<file path="config.mk">
export PLATFORM = sky130hd
export DESIGN_NAME = mac_lane_array
export DESIGN_NICKNAME = d
export VERILOG_FILES = /design/src/rtl/mac_pkg.sv /design/src/rtl/mac_lane.sv /design/src/rtl/mac_lane_array.sv
export SDC_FILE = /design/constraint.sdc
export NUM_CORES = 1
export LEC_CHECK = 0
export CORE_MARGIN = 5
export CORE_UTILIZATION = 55
export DETAILED_ROUTE_END_ITERATION = 8
export PLACE_DENSITY = 0.79
export SLEW_MARGIN = 40
export SYNTH_ARGS = -nofsm -noshare
export SYNTH_HDL_FRONTEND = slang
export SYNTH_SLANG_ARGS = --single-unit
</file>
<file path="constraint.sdc">
create_clock -name clk -period 5.6 [get_ports clk]
set_input_delay 1.68 -clock clk [delete_from_list [all_inputs] [get_ports clk]]
set_output_delay 1.68 -clock clk [all_outputs]
set_load 0.005 [all_outputs]
</file>
<file path="src/rtl/mac_pkg.sv">
// Shared types and width helpers for the mac_lane_array convolution MAC engine.
package mac_pkg;

  typedef enum logic [1:0] {
    ST_IDLE  = 2'd0,
    ST_RUN   = 2'd1,
    ST_FLUSH = 2'd2
  } state_t;

  localparam int DEF_LANES  = 4;
  localparam int DEF_X_W    = 8;
  localparam int DEF_C_W    = 7;
  localparam int DEF_TAPS   = 8;
  localparam int DEF_GROUPS = 4;
  localparam int DEF_OUT_W  = 16;

  // Counter width that stays at least one bit for degenerate ranges.
  function automatic int cnt_w(input int n);
    return (n > 1) ? $clog2(n) : 1;
  endfunction

  function automatic int acc_w(input int x_w, input int c_w, input int taps);
    return x_w + c_w + $clog2(taps);
  endfunction

  function automatic int ra_w(input int groups, input int taps);
    return cnt_w(groups * taps / 2);
  endfunction

endpackage

</file>
<file path="src/rtl/mac_lane.sv">
// One MAC lane: accumulator plus result formatting.
// MAC_LANE_ARRAY_SAT_EN selects saturation instead of truncation of the lane result.
module mac_lane
  import mac_pkg::*;
#(
  parameter int X_W   = DEF_X_W,
  parameter int C_W   = DEF_C_W,
  parameter int ACC_W = acc_w(DEF_X_W, DEF_C_W, DEF_TAPS),
  parameter int OUT_W = DEF_OUT_W
) (
  input  logic             clk,
  input  logic             rst,
  input  logic             clr,
  input  logic             en,
  input  logic             last,
  input  logic [C_W-1:0]   coef,
  input  logic [X_W-1:0]   x,
  output logic [OUT_W-1:0] res
);

  logic [ACC_W-1:0] acc_r;
  logic [ACC_W-1:0] sum_s;

  // Sum including the current tap; the result register captures it on the last tap.
  assign sum_s = acc_r + (ACC_W'(coef) * ACC_W'(x));

  // Accumulator: cleared at job start and after each group's last tap.
  always_ff @(posedge clk or negedge rst) begin
    if (!rst) begin
      acc_r <= '0;
    end else if (clr || (en && last)) begin
      acc_r <= '0;
    end else if (en) begin
      acc_r <= sum_s;
    end
  end

  generate
    if (ACC_W > OUT_W) begin : g_wide
`ifdef MAC_LANE_ARRAY_SAT_EN
      assign res = (|sum_s[ACC_W-1:OUT_W]) ? {OUT_W{1'b1}} : sum_s[OUT_W-1:0];
`else
      assign res = sum_s[OUT_W-1:0];
`endif
    end else begin : g_narrow
      assign res = OUT_W'(sum_s);
    end
  endgenerate

endmodule

</file>
<file path="src/rtl/mac_lane_array.sv">
// LANES parallel unsigned dot products over TAPS taps, GROUPS results per job,
// with a single-entry valid/ready result register. Optional macro: MAC_LANE_ARRAY_SAT_EN.
module mac_lane_array
  import mac_pkg::*;
#(
  parameter int LANES  = DEF_LANES,
  parameter int X_W    = DEF_X_W,
  parameter int C_W    = DEF_C_W,
  parameter int TAPS   = DEF_TAPS,
  parameter int GROUPS = DEF_GROUPS,
  parameter int OUT_W  = DEF_OUT_W
) (
  input  logic                            clk,
  input  logic                            rst,
  input  logic                            start,
  input  logic [2*C_W-1:0]                coef_pair,
  input  logic [LANES*X_W-1:0]            x_in,
  output logic                            x_shift,
  output logic [ra_w(GROUPS, TAPS)-1:0]   rom_addr,
  output logic [cnt_w(TAPS)-1:0]          tap_idx,
  output logic                            res_valid,
  input  logic                            res_ready,
  output logic [LANES*OUT_W-1:0]          res_data,
  output logic                            done
);

  localparam int ACC_W = acc_w(X_W, C_W, TAPS);
  localparam int RA_W  = ra_w(GROUPS, TAPS);
  localparam int TI_W  = cnt_w(TAPS);
  localparam int G_W   = cnt_w(GROUPS);

  state_t                   state_r, state_nxt_s;
  logic [TI_W-1:0]          tap_r;
  logic [G_W-1:0]           grp_r;
  logic [RA_W-1:0]          rom_addr_r;
  logic                     res_valid_r;
  logic [LANES*OUT_W-1:0]   res_data_r;
  logic                     done_r, done_nxt_s;
  logic [LANES*OUT_W-1:0]   lane_res_s;
  logic [C_W-1:0]           coef_s;
  logic                     start_s, last_tap_s, last_grp_s;
  logic                     stall_s, adv_s, load_s, accept_s;

  assign start_s    = (state_r == ST_IDLE) && start;
  assign last_tap_s = (tap_r == TI_W'(TAPS - 1));
  assign last_grp_s = (grp_r == G_W'(GROUPS - 1));
  assign accept_s   = res_valid_r && res_ready;
  assign stall_s    = (state_r == ST_RUN) && last_tap_s && res_valid_r && !res_ready;
  assign adv_s      = (state_r == ST_RUN) && !stall_s;
  assign load_s     = adv_s && last_tap_s;
  assign coef_s     = tap_r[0] ? coef_pair[C_W-1:0] : coef_pair[2*C_W-1:C_W];

  // State register.
  always_ff @(posedge clk or negedge rst) begin
    if (!rst) begin
      state_r <= ST_IDLE;
    end else begin
      state_r <= state_nxt_s;
    end
  end

  // Next state; FLUSH raises done once, then drops to IDLE on the following edge.
  always_comb begin
    state_nxt_s = state_r;
    done_nxt_s  = 1'b0;
    case (state_r)
      ST_IDLE: begin
        if (start) state_nxt_s = ST_RUN;
        else       state_nxt_s = ST_IDLE;
      end
      ST_RUN: begin
        if (load_s && last_grp_s) state_nxt_s = ST_FLUSH;
        else                      state_nxt_s = ST_RUN;
      end
      ST_FLUSH: begin
        if (done_r) begin
          state_nxt_s = ST_IDLE;
        end else if (!res_valid_r || res_ready) begin
          done_nxt_s  = 1'b1;
        end else begin
          state_nxt_s = ST_FLUSH;
        end
      end
      default: begin
        state_nxt_s = ST_IDLE;
      end
    endcase
  end

  // Tap, group and ROM address counters plus the result register.
  always_ff @(posedge clk or negedge rst) begin
    if (!rst) begin
      tap_r       <= '0;
      grp_r       <= '0;
      rom_addr_r  <= '0;
      res_valid_r <= 1'b0;
      res_data_r  <= '0;
      done_r      <= 1'b0;
    end else begin
      done_r <= done_nxt_s;
      if (start_s) begin
        tap_r      <= '0;
        grp_r      <= '0;
        rom_addr_r <= '0;
      end else if (adv_s) begin
        tap_r <= last_tap_s ? '0 : tap_r + TI_W'(1);
        if (tap_r[0]) rom_addr_r <= rom_addr_r + RA_W'(1);
        if (last_tap_s) grp_r <= last_grp_s ? '0 : grp_r + G_W'(1);
      end
      if (load_s) begin
        res_valid_r <= 1'b1;
        res_data_r  <= lane_res_s;
      end else if (accept_s) begin
        res_valid_r <= 1'b0;
      end
    end
  end

  generate
    for (genvar l = 0; l < LANES; l++) begin : g_lane
      mac_lane #(
        .X_W  (X_W),
        .C_W  (C_W),
        .ACC_W(ACC_W),
        .OUT_W(OUT_W)
      ) u_lane (
        .clk (clk),
        .rst (rst),
        .clr (start_s),
        .en  (adv_s),
        .last(last_tap_s),
        .coef(coef_s),
        .x   (x_in[l*X_W +: X_W]),
        .res (lane_res_s[l*OUT_W +: OUT_W])
      );
    end
  endgenerate

  assign x_shift   = adv_s;
  assign rom_addr  = rom_addr_r;
  assign tap_idx   = tap_r;
  assign res_valid = res_valid_r;
  assign res_data  = res_data_r;
  assign done      = done_r;

endmodule

</file>
==> results.md, run 1 <==
Placement:
- The cell count after placement is 2181.
- The number of I/O port buffers is 123.
- The final weighted congestion of routability-driven global placement is 0.901.
- The cell area after placement is 17900 um2.
- The HPWL after detailed placement is 29500 um.

Setup path:
- Data on the critical path is required at its endpoint by 5.93 ns.
- Data on the critical path arrives at its endpoint at 6.10 ns.
- Among the stages of the critical path, the cell type that occurs most often is sky130_fd_sc_hd__fa_1.
- Among all stages on the critical path, the largest delay is contributed by sky130_fd_sc_hd__fa_2.
- The critical path goes through buf_6, mux2_4, buf_6, and2_4, fa_2, fa_1, fa_1, inv_2, fa_1, inv_2, ha_4, a21oi_4, o21ai_2, a2111o_1, and3_4, or2_0, a211o_1.
- On the worst path, the slowest cell contributes a delay of 0.57 ns.
- The worst setup path is launched from a primary input.
- In this run the worst path has a maximum fanout of 5.
- The path type of the worst setup path is in2reg.
- The type of destination of the critical path is a flip-flop.

Layout:
- The number of fill cells is 1710.
- At the end of the flow the core is filled with cells to 74.0%.
- The final layout contains 2294 nets.
- In the final layout, the multi-input gates occupy 11000 um2.
- The finished layout holds 2279 standard cells, fillers aside.
- The final instance area is 19800 um2.
- The fraction of layout instances using a drive strength above 1 is 23.6%.
- Summing all flip-flop and latch instances after layout gives 3530 um2.
- The area added between synthesis and finish is 33.3%.

Timing:
- Setup violations remaining at the end of the flow were counted as 29.
- The fraction of the cycle the final worst path needs is 103%.
- The final count of pins violating max slew was 0.
- The final critical path time including I/O delays and setup is 5.77 ns.
- The setup clock skew after layout is 0.0148 ns.
- The normalized max-slew margin is 55.6%.
- The final hold violation count was 0.
- Once routing completed, OpenROAD measured the worst setup slack at -0.169 ns.
- Derived from the worst setup path, the maximum achievable clock frequency is 173 MHz.
- Setup repair after global routing could not meet its margin everywhere.
- The tightest hold margin is 0.472 ns.
- The actual transition at the worst max-transition pin is 0.665 ns.

Routing:
- The overall via count from detail_route is 13000.
- The detailed router finished its first iteration with 934 violations.
- The via count normalized by instance count is 5.69.
- The per-cell routed wire length is 19.4 um.
- After detailed routing, the number of remaining DRC violations is 0.
- Before antenna repair, the detailed router went through 7 iterations.
- The total wirelength of the detailed-routed design is 44200 um.
- Once detail routing completed, the nets flagged for antenna violations numbered 0.

Yosys:
- In this run the mean area of a mapped cell was 9.20 um2.
- After synthesis the netlist holds a flip-flop and latch count of 141.
- The number of synthesis warnings is 0.
- Yosys mapped a number of flops with a built-in enable equal to 0.
- The sequential cell area fraction in the yosys report is 23.8%.
- The count of cell types in the netlist is 58.
- The async set-or-reset flop fraction in the synthesized netlist is 100%.
- The cell area that synthesis handed to floorplanning was 14800 um2.
- The count of mapped cells out of synthesis is 1614.
- The number of nets handed over by synthesis was 1984.
- The dominant register cell in the synthesized netlist is sky130_fd_sc_hd__dfrtp_1.

CTS:
- For this design, the sink count on the clock tree is 141.
- The CTS root buffer is sky130_fd_sc_hd__clkbuf_16.
- The maximum count of clock buffers along a single path is 2.
- The worst-skew pair later-pin latency is 0.44 ns.
- The clock-pin slew of the registers on the worst-case setup and hold paths is 0.07 ns.
- The clock tree synthesis step divided the H-tree into 4 levels.
- The CTS buffer count is 17.
- After clock tree synthesis, the flow added hold-fix buffers numbering 0.
- The CTS tree is yes.

Floorplan:
- The I/O pin count is 124.
- For this configuration, the core starts out at a cell density of 55.5%.
- The die outline area is 30400 um2.
- The die span in y is 174 um.
- The floorplan die width is 174 um.
- The floorplan has 60 rows.
- The placeable core area is 26700 um2.

Status:
- The flow ran to the end, but the final reports show violations.
- The checks that failed: negative setup slack.

Global route:
- The global-route wire length before repair is 69400 um.
- The global route total overflow is 0.
- Across every metal layer, demand over resource in global routing totals 28.5%.
- Entering global routing, the biggest net connects 53 pins.
- The number of antenna violations at the first check in global routing came to 2.
- The number of global-route vias before repair is 13800.

Job:
- Across the run, the number of max-cap violations was 0.

Worst hold path:
- The worst min-delay path class is reg2reg.
[final cells by class]
type                            count  area share, %
Antenna cell                        2         0.0253
Clock buffer                       18           2.22
Clock inverter                     13           1.08
Inverter                          306           5.80
Multi-Input combinational cell   1119           55.5
Sequential cell                   141           17.8
Tap cell                          341           2.16
Timing Repair Buffer              339           15.4
[final timing paths]
path,endpoint,cells after the start,slack [ns],start
hold / removal,res_data[18],2,0.47,res_data[18]
hold reg to reg,res_data[18],2,0.47,res_data[18]
setup reg to reg,g_lane[0].u_lane.acc_r[15],16,0.32,tap_idx[0]
max in group asynchronous,tap_idx[0],3,3.42,rst
min in group asynchronous,res_data[50],1,1.14,rst
setup / recovery,g_lane[0].u_lane.acc_r[15],17,-0.17,coef_pair[12]
[sequential cells by signal (all words and copies together), names as in the netlist]
register	flops
g_lane.u_lane.acc_r	64
res_data	64
rom_addr	4
tap_idx	3
grp_r	2
state_r	2
done	1
res_valid	1
[cell usage in the layout, fill, tap and decap left out, drive strengths merged, types with 6 or more instances in the layout]
master	n
a211oi	7
a21o	22
a21oi	43
a22o	43
and2	138
and3	6
buf	229
clkbuf	18
clkdlybuf4s50	85
dfrtp	141
dlygate4sd2	20
fa	168
ha	152
inv	308
mux2	30
nand2	239
nand2b	8
nand3	17
nand4	8
nor2	39
nor3	8
o21a	18
o21ai	47
o21bai	9
o31ai	8
or3	8
xnor2	21
xor2	17
[per-layer routing]
layer  vias up  part of all wire [%]  global-route usage [%]
li1       5765                     -                       -
met1      6426                    38                    35.1
met2       587                    49                    48.4
met3       186                   6.8                    4.65
met4         0                   6.0                    14.8
met5         -                     0                       0
[Yosys cell counts (all sizes together) (3+ instances only)]
master   instances  area, um2
nand3           17       85.1
xor2            17        149
dfrtp          141       3530
ha             152       1900
nand4            8       50.1
nor2            39        146
nand2          239        897
and3             6       37.5
or2              5       31.3
a211oi           7       57.6
inv            306       1150
nand2b           8       50.1
mux2            24        270
a31o             3       26.3
o21ai           47        235
fa             168       3360
o31ai            8       60.1
a22o            43        377
a21o            22        166
or3              8       50.1
mux2i            4       40.0
nor2b            5       31.3
nor3             8       40.0
o2111ai          3       26.3
a21oi           43        215
a211o            5       43.8
o21bai           9       67.6
a32o             3       30.0
and2           138        863
o21a            18        135
buf              6       27.5
a31oi            5       31.3
o211ai           3       22.5
o31a             5       43.8
xnor2           21        184
clkbuf          48        180
[kinds of logic after synthesis]
| family | after synthesis | synth area share [%] |
|---|---|---|
| simple gates | 488 | 15.8 |
| xor+xnor | 40 | 2.55 |
| buf+inv | 360 | 9.14 |
| flops | 141 | 23.8 |
| fa+ha+maj | 320 | 35.5 |
| mux | 28 | 2.09 |
| compound gates | 237 | 11.2 |
[repair_timing]
item	in CTS	in global routing
setup endpoints to repair	67	53
resized for setup	149	115
buffers inserted	47	15
cloned	6	0
pin swaps	45	67
[critical path, delay by kind of cell]
family | cells | cell delay, ns
mux | 1 | 0.33
compound gates | 4 | 0.96
simple gates | 3 | 0.56
fa+ha+maj | 5 | 2.19
buf+inv | 4 | 0.38
[stage by stage]
step / TNS, ns / setup slack (ns)
2_1_floorplan: -2.95 / -0.362
3_3_place_gp: -47.21 / -0.852
3_5_place_dp: -52.84 / -0.947
4_1_cts: -0.931 / -0.123
5_1_grt: -6.41 / -0.255
6_report: -2.00 / -0.169
Power of run 1 is not shown: default switching activity piles up to over one toggle a cycle in this logic, so the estimate is an artifact.
==> run 2: changes to the inputs <==
Settings changed: CELL_PAD_IN_SITES_DETAIL_PLACEMENT set to 1, CELL_PAD_IN_SITES_GLOBAL_PLACEMENT set to 1, CORE_UTILIZATION 55 to 42, PLACE_DENSITY 0.79 to unset, PLACE_DENSITY_LB_ADDON set to 0.1, SETUP_SLACK_MARGIN set to 0.05.
==> results.md, run 2 (synthesis gave the netlist of run 1 again) <==
Timing:
- The final hold violation count was 0 (unchanged).
- Setup repair after global routing missed its margin: true (unchanged).
- The final count of pins violating max slew is 0 (unchanged).
- The tightest hold margin is 0.478 ns (was 0.472 ns).
- The setup-violating endpoint count in the final report is 28 (was 29).
- The actual transition at the worst max-transition pin is 0.665 ns (about the same).
- The setup clock skew after layout is 0.0109 ns (was 0.0148 ns).
- The fraction of the cycle the final worst path needs is 103% (about the same).
- The final critical path time including I/O delays and setup is 5.75 ns (was 5.77 ns).
- The smallest setup slack after layout is -0.148 ns (was -0.169 ns).
- The normalized max-slew margin is 55.6% (about the same).
- The upper clock frequency limit was 174 MHz (was 173 MHz).

Setup path:
- List of cells traversed by the critical path: clkdlybuf4s50_1, nand2_1, fa_1, fa_1, fa_1, fa_1, inv_1, ha_1, o211ai_1, a21oi_1, o211ai_1, buf_4, a31oi_4, or3_4, a32o_1 (was buf_6, mux2_4, buf_6, and2_4, fa_2, fa_1, fa_1, inv_2, fa_1, inv_2, ha_4, a21oi_4, o21ai_2, a2111o_1, and3_4, or2_0, a211o_1).
- The largest driver fanout on the critical path was 5 (unchanged).
- The type of destination of the critical path is a flip-flop (unchanged).
- The path type of the worst setup path is in2reg (unchanged).
- The sort of element at the start of the critical path is a primary input (unchanged).
- The highest cell delay on the worst timing path is 0.62 ns (was 0.57 ns).
- The required arrival time at the worst endpoint is 5.95 ns (was 5.93 ns).
- The cell family with the largest share of critical-path delay is adder cells (unchanged).
- The slowest cell on the critical path is sky130_fd_sc_hd__clkdlybuf4s50_1 (was sky130_fd_sc_hd__fa_2).
- The number of buffer and inverter stages on the critical path was 3 (was 4).
- The most common cell type on the critical path was sky130_fd_sc_hd__fa_1 (unchanged).
- The arrival time reported for the critical path endpoint is 6.10 ns (about the same).

Global route:
- The number of global-route vias before repair is 14600 (was 13800).
- The number of antenna violations at the first check in global routing is 0 (was 2).
- The global route total overflow is 0 (unchanged).
- The global-route usage over all layers is 26.1% (was 28.5%).
- The pin count of the biggest net entering global routing came to 81 (was 53).
- The global-route wire length before repair is 79600 um (was 69400 um).

Routing:
- The overall via count from detail_route is 12800 (was 13000).
- The via count normalized by instance count came to 5.26 (was 5.69).
- The remaining antenna violation count is 0 (unchanged).
- The first-pass detailed-route iteration total is 5 (was 7).
- The per-cell routed wire length is 20.8 um (was 19.4 um).
- The total wirelength of the detailed-routed design was 50800 um (was 44200 um).
- The post-detailed-route DRC marker count came to 0 (unchanged).
- The DRC violation total after the first TritonRoute iteration is 470 (was 934).

Placement:
- The cell count after placement was 2342 (was 2181).
- The half-perimeter wire length of the detailed placement result came to 35300 um (was 29500 um).
- The number of I/O port buffers came to 123 (unchanged).
- The post-placement worst setup slack is -1.03 ns (was -0.947 ns).
- The final weighted congestion of routability-driven global placement is 0.836 (was 0.901).

Layout:
- The final net count is 2344 (was 2294).
- Commonest non-fill, non-tap cells in the layout: 284 x sky130_fd_sc_hd__inv_1, 233 x sky130_fd_sc_hd__buf_4, 227 x sky130_fd_sc_hd__nand2_1, 160 x sky130_fd_sc_hd__fa_1, 141 x sky130_fd_sc_hd__dfrtp_1 (was 281 x sky130_fd_sc_hd__inv_1, 233 x sky130_fd_sc_hd__nand2_1, 190 x sky130_fd_sc_hd__buf_4, 159 x sky130_fd_sc_hd__fa_1, 140 x sky130_fd_sc_hd__dfrtp_1).
- The count of inserted antenna diode cells is 0 (was 2).
- The non-filler instance count after layout is 2442 (was 2279).
- The number of fill cells is 3863 (was 1710).
- The leading cell type in the layout, fill and taps excluded is sky130_fd_sc_hd__inv_1 (unchanged).
- The fraction of layout instances using a drive strength above 1 came to 26.3% (was 23.6%).
- The area added between synthesis and finish is 37.8% (was 33.3%).

CTS:
- The total clock sinks is 141 (unchanged).
- The maximum count of clock buffers along a single path is 2 (unchanged).
- The CTS buffer count is 17 (unchanged).
- The H-tree depth reported by CTS came to 4 (unchanged).
- The CTS tree is yes (unchanged).
- The CTS root buffer is sky130_fd_sc_hd__clkbuf_16 (unchanged).
- The number of buffers inserted for hold repair after clock tree synthesis was 0 (unchanged).
- The clock-pin slew of the registers on the worst-case setup and hold paths is 0.07 ns (about the same).
- The worst-skew pair later-pin latency is 0.47 ns (was 0.44 ns).

Floorplan:
- The floorplan die width is 198 um (was 174 um).
- The I/O pin count came to 124 (unchanged).
- The starting density of the core is 42.8% (was 55.5%).
- The die span in y is 198 um (was 174 um).
- The placeable core area came to 34700 um2 (was 26700 um2).
- The floorplan row count is 68 (was 60).
- The die outline area is 39200 um2 (was 30400 um2).

Worst hold path:
- The worst min-delay path class is reg2reg (unchanged).

Status:
- Outcome: complete, but fails checks (unchanged).
- Violations in the final reports: negative setup slack (unchanged).

Job:
- The number of violations of the max-capacitance limit came to 0 (unchanged).
-- run 2: final cells by class --
class / count / area (um2) / area share (%)
multi-input combinational: 1119 / 11100 / 54.5
sequential: 141 / 3530 / 17.3
timing repair buffer: 389 / 3450 / 16.9
inverter: 306 / 1150 / 5.62
tap: 455 / 569 / 2.78
clock buffer: 17 / 425 / 2.08
clock inverter: 15 / 185 / 0.905
-- run 2: worst paths after layout --
path                                    from  slack (ns)  depth (start not counted)                         end
worst max-delay path                x_in[17]       -0.15                         15  g_lane[2].u_lane.acc_r[12]
max in group asynchronous                rst        3.49                          2   g_lane[2].u_lane.acc_r[5]
worst min register to register  res_data[53]        0.48                          2                res_data[53]
min in group asynchronous                rst        1.19                          1                res_data[28]
worst min-delay path            res_data[53]        0.48                          2                res_data[53]
worst max register to register    tap_idx[0]        0.12                         19                res_data[29]
-- run 2: per-layer routing --
layer,vias to the layer above,routed length (um),track usage [%]
met2,230,25800,44.9
met4,0,1740,9.49
met1,6651,21400,32.7
met5,-,0,0
met3,90,1870,4.97
li1,5865,-,-
-- run 2: worst min-delay path: cells and delay by family, from the launching register on --
family / cells / cell delay (ns)
flip-flops: 1 / 0.34
AND/OR/NAND/NOR: 2 / 0.10
-- run 2: per-stage QoR --
stage | TNS [ns] | util [%] | area, um2
final | -1.80 | 58.9 | 20500
after global routing | -5.85 | 58.9 | 20500
after detailed placement | -64.12 | 53.1 | 18400
after global placement | -57.78 | 53.0 | 18400
after floorplan | -3.08 | - | 15300
after CTS | -0.708 | 57.4 | 19900
-- run 2: what timing repair did --
action                                  4_1_cts  5_1_grt
pin swaps                                    73       67
resized for setup                           190      111
cloned                                        6        0
buffers inserted                             51       17
endpoints found under the setup margin       76       60
Power of run 2 is left out for the same reason.
==> run 3: changes to the inputs <==
Settings changed: CTS_CLUSTER_DIAMETER set to 80.
==> results of run 3 <==
Final layout, timing and power as in run 2 (identical DEF).
Power of run 3 is left out for the same reason.
